## src/rtl/mem_port_arbiter_pkg.sv

```systemverilog
// Shared encodings for the unified-memory port arbiter.
package mem_port_arbiter_pkg;

  // Transaction sequencer states: sample, hold request until ack, respond.
  typedef enum logic [1:0] {
    StIdle  = 2'd0,
    StIssue = 2'd1,
    StDone  = 2'd2
  } arb_state_e;

  // Which requester owns the transaction in flight.
  typedef enum logic {
    OwnI = 1'b0,
    OwnD = 1'b1
  } arb_owner_e;

endpackage

```

## src/rtl/mem_port_arbiter.sv

```systemverilog
// Arbitrates one single-ported memory between instruction fetch and data access.
// Data wins by default; a streak counter forces a fetch grant after STARVE_LIMIT
// consecutive data wins while a fetch was waiting.
module mem_port_arbiter
  import mem_port_arbiter_pkg::*;
#(
  parameter int unsigned DATA_WIDTH    = 32,
  parameter int unsigned ADDRESS_WIDTH = 32,
  parameter int unsigned STARVE_LIMIT  = 4,
  localparam int unsigned BE_W         = DATA_WIDTH / 8
) (
  input  logic                     clk,
  input  logic                     rst,
  input  logic                     if_req,
  input  logic [ADDRESS_WIDTH-1:0] if_addr,
  output logic [DATA_WIDTH-1:0]    if_rdata,
  output logic                     if_valid,
  input  logic                     dm_req,
  input  logic                     dm_we,
  input  logic [ADDRESS_WIDTH-1:0] dm_addr,
  input  logic [DATA_WIDTH-1:0]    dm_wdata,
  input  logic [BE_W-1:0]          dm_be,
  output logic [DATA_WIDTH-1:0]    dm_rdata,
  output logic                     dm_valid,
  output logic                     mem_req,
  output logic                     mem_we,
  output logic [ADDRESS_WIDTH-1:0] mem_addr,
  output logic [DATA_WIDTH-1:0]    mem_wdata,
  output logic [BE_W-1:0]          mem_be,
  input  logic [DATA_WIDTH-1:0]    mem_rdata,
  input  logic                     mem_ack,
  output logic                     stall_f,
  output logic                     stall_m
);

  localparam int unsigned SW = $clog2(STARVE_LIMIT + 1);
  localparam logic [SW-1:0] StreakMax = SW'(STARVE_LIMIT);

  arb_state_e               state_q, state_d;
  arb_owner_e               owner_q, owner_d;
  logic                     killed_q, killed_d;
  logic [SW-1:0]            streak_q, streak_d;
  logic                     mem_req_d, mem_we_d;
  logic [ADDRESS_WIDTH-1:0] mem_addr_d;
  logic [DATA_WIDTH-1:0]    mem_wdata_d;
  logic [BE_W-1:0]          mem_be_d;
  logic [DATA_WIDTH-1:0]    if_rdata_d, dm_rdata_d;
  logic                     if_valid_d, dm_valid_d;
  logic                     owner_req;
  logic                     kill_now;

  // Stalls are purely combinational so the hazard unit sees them in the request cycle.
  assign stall_f = if_req & ~if_valid;
  assign stall_m = dm_req & ~dm_valid;

  // Next-state, arbitration and registered-output logic.
  always_comb begin
    state_d     = state_q;
    owner_d     = owner_q;
    killed_d    = killed_q;
    streak_d    = streak_q;
    mem_req_d   = mem_req;
    mem_we_d    = mem_we;
    mem_addr_d  = mem_addr;
    mem_wdata_d = mem_wdata;
    mem_be_d    = mem_be;
    if_rdata_d  = if_rdata;
    dm_rdata_d  = dm_rdata;
    if_valid_d  = 1'b0;
    dm_valid_d  = 1'b0;
    owner_req   = (owner_q == OwnD) ? dm_req : if_req;
    // A drop of the owner's request in the ack cycle itself must also suppress the response.
    kill_now    = killed_q | ~owner_req;

    unique case (state_q)
      StIdle: begin
        if (dm_req && !(if_req && (streak_q == StreakMax))) begin
          owner_d     = OwnD;
          state_d     = StIssue;
          mem_req_d   = 1'b1;
          mem_we_d    = dm_we;
          mem_addr_d  = dm_addr;
          mem_wdata_d = dm_wdata;
          mem_be_d    = dm_be;
          if (if_req && (streak_q != StreakMax)) begin
            streak_d = streak_q + SW'(1);
          end
        end else if (if_req) begin
          owner_d     = OwnI;
          state_d     = StIssue;
          mem_req_d   = 1'b1;
          mem_we_d    = 1'b0;
          mem_addr_d  = if_addr;
          mem_wdata_d = '0;
          mem_be_d    = '1;
          streak_d    = '0;
        end
      end
      StIssue: begin
        killed_d = kill_now;
        if (mem_ack) begin
          mem_req_d = 1'b0;
          mem_we_d  = 1'b0;
          state_d   = StDone;
          if (owner_q == OwnD) begin
            dm_rdata_d = mem_rdata;
            dm_valid_d = ~kill_now;
          end else begin
            if_rdata_d = mem_rdata;
            if_valid_d = ~kill_now;
          end
        end
      end
      StDone: begin
        killed_d = 1'b0;
        state_d  = StIdle;
      end
      default: begin
        state_d = StIdle;
      end
    endcase
  end

  // State and output registers with asynchronous active-low reset.
  always_ff @(posedge clk or negedge rst) begin
    if (!rst) begin
      state_q   <= StIdle;
      owner_q   <= OwnI;
      killed_q  <= 1'b0;
      streak_q  <= '0;
      mem_req   <= 1'b0;
      mem_we    <= 1'b0;
      mem_addr  <= '0;
      mem_wdata <= '0;
      mem_be    <= '0;
      if_rdata  <= '0;
      dm_rdata  <= '0;
      if_valid  <= 1'b0;
      dm_valid  <= 1'b0;
    end else begin
      state_q   <= state_d;
      owner_q   <= owner_d;
      killed_q  <= killed_d;
      streak_q  <= streak_d;
      mem_req   <= mem_req_d;
      mem_we    <= mem_we_d;
      mem_addr  <= mem_addr_d;
      mem_wdata <= mem_wdata_d;
      mem_be    <= mem_be_d;
      if_rdata  <= if_rdata_d;
      dm_rdata  <= dm_rdata_d;
      if_valid  <= if_valid_d;
      dm_valid  <= dm_valid_d;
    end
  end

endmodule
```

## config.mk

```make
export PLATFORM = sky130hd
export DESIGN_NAME = mem_port_arbiter
export DESIGN_NICKNAME = d
export VERILOG_FILES = /design/src/rtl/mem_port_arbiter_pkg.sv /design/src/rtl/mem_port_arbiter.sv
export SDC_FILE = /design/constraint.sdc
export NUM_CORES = 1
export LEC_CHECK = 0
export CAP_MARGIN = 15
export CORE_UTILIZATION = 37
export DETAILED_ROUTE_END_ITERATION = 12
export PLACE_DENSITY = 0.79
export SYNTH_ARGS = -nofsm -noshare
export SYNTH_HDL_FRONTEND = slang
export SYNTH_SLANG_ARGS = --single-unit
```

## constraint.sdc

```tcl
create_clock -name clk -period 1.4 [get_ports clk]
set_input_delay 0.28 -clock clk [delete_from_list [all_inputs] [get_ports clk]]
set_output_delay 0.28 -clock clk [all_outputs]
set_load 0.005 [all_outputs]
```

=== Yosys cells after proc, flatten, opt, wreduce, memory -nomap -nowiden ===
Index checks and enable logic that the tools add are counted.

* Add/sub/neg operators: 1
* Equality and inequality tests: 7
* Multiplexer cells: 29
* Bitwise operators: 8
* Reductions and logical operators: 14

{| class="wikitable"
|+ Operator list
! kind !! number
|-
| two-way mux 32 bit || 4
|-
| two-way mux 1 bit || 13
|-
| AND reduction 3 bit || 4
|-
| two-way mux 3 bit || 3
|-
| two-way mux 4 bit || 2
|-
| two-way mux 2 bit || 3
|-
| inequality test 3 bit (second input constant) || 2
|-
| case mux 1 bit (2 select lines) || 3
|-
| nonzero test 2 bit || 3
|-
| NOT 1 bit || 5
|-
| case mux 2 bit (2 select lines) || 1
|-
| AND reduction 2 bit || 2
|-
| adder 3 x 1 -> 3 bit (second input constant) || 1
|-
| == test 3 bit (second input constant) || 1
|-
| logical AND 1 bit || 3
|-
| bitwise AND 1 bit || 2
|-
| == test 2 x 1 -> 1 bit (second input constant) || 1
|-
| == test 2 bit (second input constant) || 1
|-
| logical NOT 2 bit || 1
|-
| inequality test 2 x 1 -> 1 bit (second input constant) || 1
|-
| inequality test 2 bit (second input constant) || 1
|-
| logical NOT 1 bit || 1
|-
| OR 1 bit || 1
|}

* Register bits after elaboration: 143
* Output and inout port bits: 138

=== Logic depth before layout (Yosys ltp) ===
* Depth in word-level cells: 7
* Depth in mapped cells: 8

=== Worst setup path before layout ===
Ideal clock, no wire load.

* Path kind: flip-flop to flip-flop
* Start: register state_q[1]
* End: register if_rdata[10]
* Library setup time: 125 ps
* Arrival: 1425 ps
* Path slack: -150 ps
* Stages on the path, launching flop included: 7
* Buffers on the path: 2
* Clock period less this slack: 1550 ps
* Path through: dfrtp_1 inv_1 ha_1 clkbuf_2 nand3b_1 buf_2 mux2_2

* Cells in the longest elaborated chain, start to end: 2

{| class="wikitable"
|+ RTL lines
! element !! RTL line !! source
|-
| from (decl) || mem_port_arbiter.sv:39 || <nowiki>arb_state_e state_q, state_d;</nowiki>
|-
| from (signal assigned) || mem_port_arbiter.sv:127 || <nowiki>state_q <= StIdle;</nowiki>
|-
| from (signal assigned) || mem_port_arbiter.sv:141 || <nowiki>state_q <= state_d;</nowiki>
|-
| == test 2 x 1 -> 1 bit || mem_port_arbiter.sv:75 || <nowiki>unique case (state_q)</nowiki>
|-
| AND reduction 3 bit (no line) || n/a ||
|-
| to (signal assigned) || mem_port_arbiter.sv:150 || <nowiki>if_rdata <= if_rdata_d;</nowiki>
|-
| to (decl) || mem_port_arbiter.sv:16 || <nowiki>output logic [DATA_WIDTH-1:0] if_rdata,</nowiki>
|}

No other way between the ends.
A chain may end at the register's enable or synchronous reset.

=== Worst setup path in the final report ===
* Start: register state_q[0]
* End: register mem_wdata[12]

* Cells in the longest elaborated chain, start to end: 2

{| class="wikitable"
|+ RTL lines
! element !! RTL line !! source
|-
| logical NOT 2 bit || mem_port_arbiter.sv:75 ||
|-
| AND reduction 2 bit (no line) || n/a ||
|-
| to (signal assigned) || mem_port_arbiter.sv:148 || <nowiki>mem_wdata <= mem_wdata_d;</nowiki>
|-
| to (decl) || mem_port_arbiter.sv:28 || <nowiki>output logic [DATA_WIDTH-1:0] mem_wdata,</nowiki>
|}

No other way between the ends.

==> key figures <==
Status
  • Status: complete, but fails checks
  • Violated checks: setup timing

STA
  • Fin. max-slew vios: 0
  • # setup viols final: 112
  • Period utilisation layout: 106%
  • Fin crit period: approximately 1.5 ns
  • Worst slew margin: around 74%
  • Final hold violation count: 0
  • PnR worst setup slack: -0.0771 ns
  • Fmax: 677 MHz
  • Worst Tran Pin Value: 0.394 ns
  • RSZ-0062 raised after global routing: yes
  • Worst Skew: ~0.0072 ns
  • Setup TNS Final: -4.19 ns

Place
  • Placed wire-length estimate: 12300 µm
  • Buffers added on ports: 275
  • Placed insts: 939
  • GP Congestion: 0.793

Global route
  • Grt ovf: 0
  • Vias in the first global route: roughly 5500
  • Largest net degree at the start of global routing: 37
  • First-pass GRT wire length: 28600 µm
  • GRT Resource Usage Total: 22.9%
  • Initial antenna violation count: 0

Layout
  • P&R area growth vs syn: 73.1%
  • N_diodes: 0
  • Final Non-Filler Cells: about 1000
  • Commonest non-fill, non-tap cells in the layout: dfrtp_1, clkdlybuf4s50_1, dlygate4sd2_1, nand2_1, mux2_2
  • Commonest non-fill, non-tap cell in the layout: dfrtp_1
  • Layout cell share with drive strength beyond 1: a little under a quarter
  • Layout net count: 931

Clock tree
  • CTS tree: built
  • Clk sinks: 143
  • Clk buf depth: 2
  • Worst-Skew Late Latency: 0.41 ns
  • Root buf cell: clkbuf_16
  • Num CTS Buffers: 17
  • H-Tree Depth: 4
  • Clock-pin slew on the worst setup and hold paths: 0.06 ns

Die
  • # IOs: 276
  • Core ar.: between 0.015 and 0.02 mm²
  • Initial core utilization: between 30% and 40%
  • Die Area: 0.0164 mm²
  • Die width: roughly 130 µm
  • Die Height: between 100 and 150 µm
  • Row count: 45

Setup path
  • Classification of the worst setup path: flip-flop to flip-flop
  • Worst-path maximum fanout: 13
  • Critical path startpoint category: flip-flop
  • R2r setup slk: -0.08 ns
  • Worst EP required: 1.69 ns
  • CP Data Arrival Time: roughly 1.8 ns
  • CP endpoint kind: flip-flop

Yosys
  • Synth Register Bits: 143
  • Syn Area/Cell: 12.7 µm²
  • Ys flop type: dfrtp_1
  • Synthesized area: 0.00587 mm²
  • Post-synthesis sequential area ratio: 61.0%
  • Post-synthesis cell count: 462
  • Async SR Flop Fraction: 100%
  • Number of distinct library cells after synthesis: 31
  • Syn Nets: 605
  • Synthesis warning total: 0
  • Number of synthesized flops with an enable pin: 0

Routing
  • First drt pass iteration count: 4
  • Max Used Layer: met4
  • WL final: 19500 µm
  • M1 WL: 7510 µm
  • Drt initial violations: approximately 300
  • Drt drc: 0
  • Met3 Routed Length: between 1500 and 2000 µm
  • Routed WL per cell: 19.3 µm
  • Met2 wire length: 9960 µm
  • Antenna Nets Post-Route: 0
  • DR vias: 5242
  • Via-per-instance ratio: 5.18

Power
  • Leak: 4.69 nW
  • Maximum vdd ir drop: 1.17 mV
  • Pwr/cell area: approximately 2200 mW/mm²

Min path
  • Min-Delay Path Class: input port to async pin

Job
  • Max_cap viols: 0
through the flow:
stage	hold WS, ns	worst slack [ns]	cell area [µm²]	power, mW	util (%)
finish	0.332	-0.0771	10200	22.2	66.3
CTS	0.320	-0.101	9950	21.8	64.9
detailed placement	0.205	-0.447	9010	16.6	58.8
global route	0.351	-0.127	10200	23.4	66.3
floorplan	-0.0156	-0.115	5890	11.0	-
global placement	0.202	-0.411	9010	16.2	58.8
critical path, stage by stage, from the launching register on:
cell and delay, ns:
dfrtp_1 0.42, inv_2 0.10, ha_4 0.16, buf_6 0.10, o21ai_4 0.08, buf_12 0.15, buf_12 0.14, a22o_1 0.22
power breakdown:
group / switching (mW) / leakage [nW] / internal, mW / total (mW)
Clock: 1.77 / 0.332 / 3.40 / 5.17
Sequential: 1.03 / 1.74 / 6.08 / 7.11
Combinational: 4.14 / 2.62 / 5.74 / 9.87
Total: 6.94 / 4.69 / 15.2 / 22.2
sequential cells by signal, indices dropped and copies added, names as in the netlist, 2 cells and up:
| name | cells |
|---|---|
| dm_rdata | 32 |
| if_rdata | 32 |
| mem_addr | 32 |
| mem_wdata | 32 |
| mem_be | 4 |
| streak_q | 3 |
| state_q | 2 |
synthesized netlist by cell type (all sizes together), types with 2 or more instances:
cell	count	area (µm²)
dfrtp	143	3580
nand2	69	259
mux2	64	721
nand4	33	206
a22o	32	280
o211ai	32	240
buf	27	175
clkbuf	13	50.0
o21ai	7	35.0
ha	5	62.6
inv	5	18.8
nand3	4	32.5
nor2b	4	25.0
o22a	4	35.0
nor2	3	11.3
nor3b	3	22.5
o21a	3	22.5
a21oi	2	10.0
cell type report:
type / instances / area (µm²)
multi-input cells: 277 / 2170
flip-flops and latches: 143 / 3580
clock buffers: 19 / 443
well taps: 211 / 264
repair buffers: 344 / 3440
inverters: 5 / 18.8
clock inverters: 13 / 234
fillers: 1170 / 5160
metal layers:
layer | up-vias | global-route usage [%]
met5 | - | 0
met1 | 2593 | 26.3
met3 | 35 | 6.22
li1 | 2350 | -
met2 | 264 | 40.4
met4 | 0 | 9.27
logic make-up (layout without fill, tap and decap cells):
kind of cell | Yosys count | count (layout) | share of synthesized area (%)
AO/OA/AOI/OAI | 83 | 83 | 11.1
buffers and inverters | 45 | 381 | 4.16
adder cells (fa/ha/maj) | 5 | 5 | 1.07
flip-flops | 143 | 143 | 61.0
AND/OR/NAND/NOR | 121 | 124 | 10.2
multiplexers | 65 | 65 | 12.5
worst paths after layout:
kind                                                  end  depth (start not counted)                   start
worst min-delay path             if_rdata[28]$_DFFE_PN0P_                          2                     rst
worst max register to register  mem_wdata[12]$_DFFE_PN0P_                          7  state_q[0]$_DFFE_PN0P_
worst min register to register         dm_valid$_DFF_PN0_                          1    killed_q$_DFFE_PN0P_
min in group clk                 mem_addr[27]$_DFFE_PN0P_                          3                  dm_req
worst max-delay path            mem_wdata[12]$_DFFE_PN0P_                          7  state_q[0]$_DFFE_PN0P_
max in group asynchronous        mem_addr[19]$_DFFE_PN0P_                          3                     rst
what timing repair did:
item                       CTS  global route
gates cloned                 8             8
resized for setup          174            17
setup buffers               20             5
hold endpoints to repair    27             0
setup endpoints to repair  276           143
pin swaps                   15            25
hold buffers                 1             0
Power figures use the tool's default switching activity.
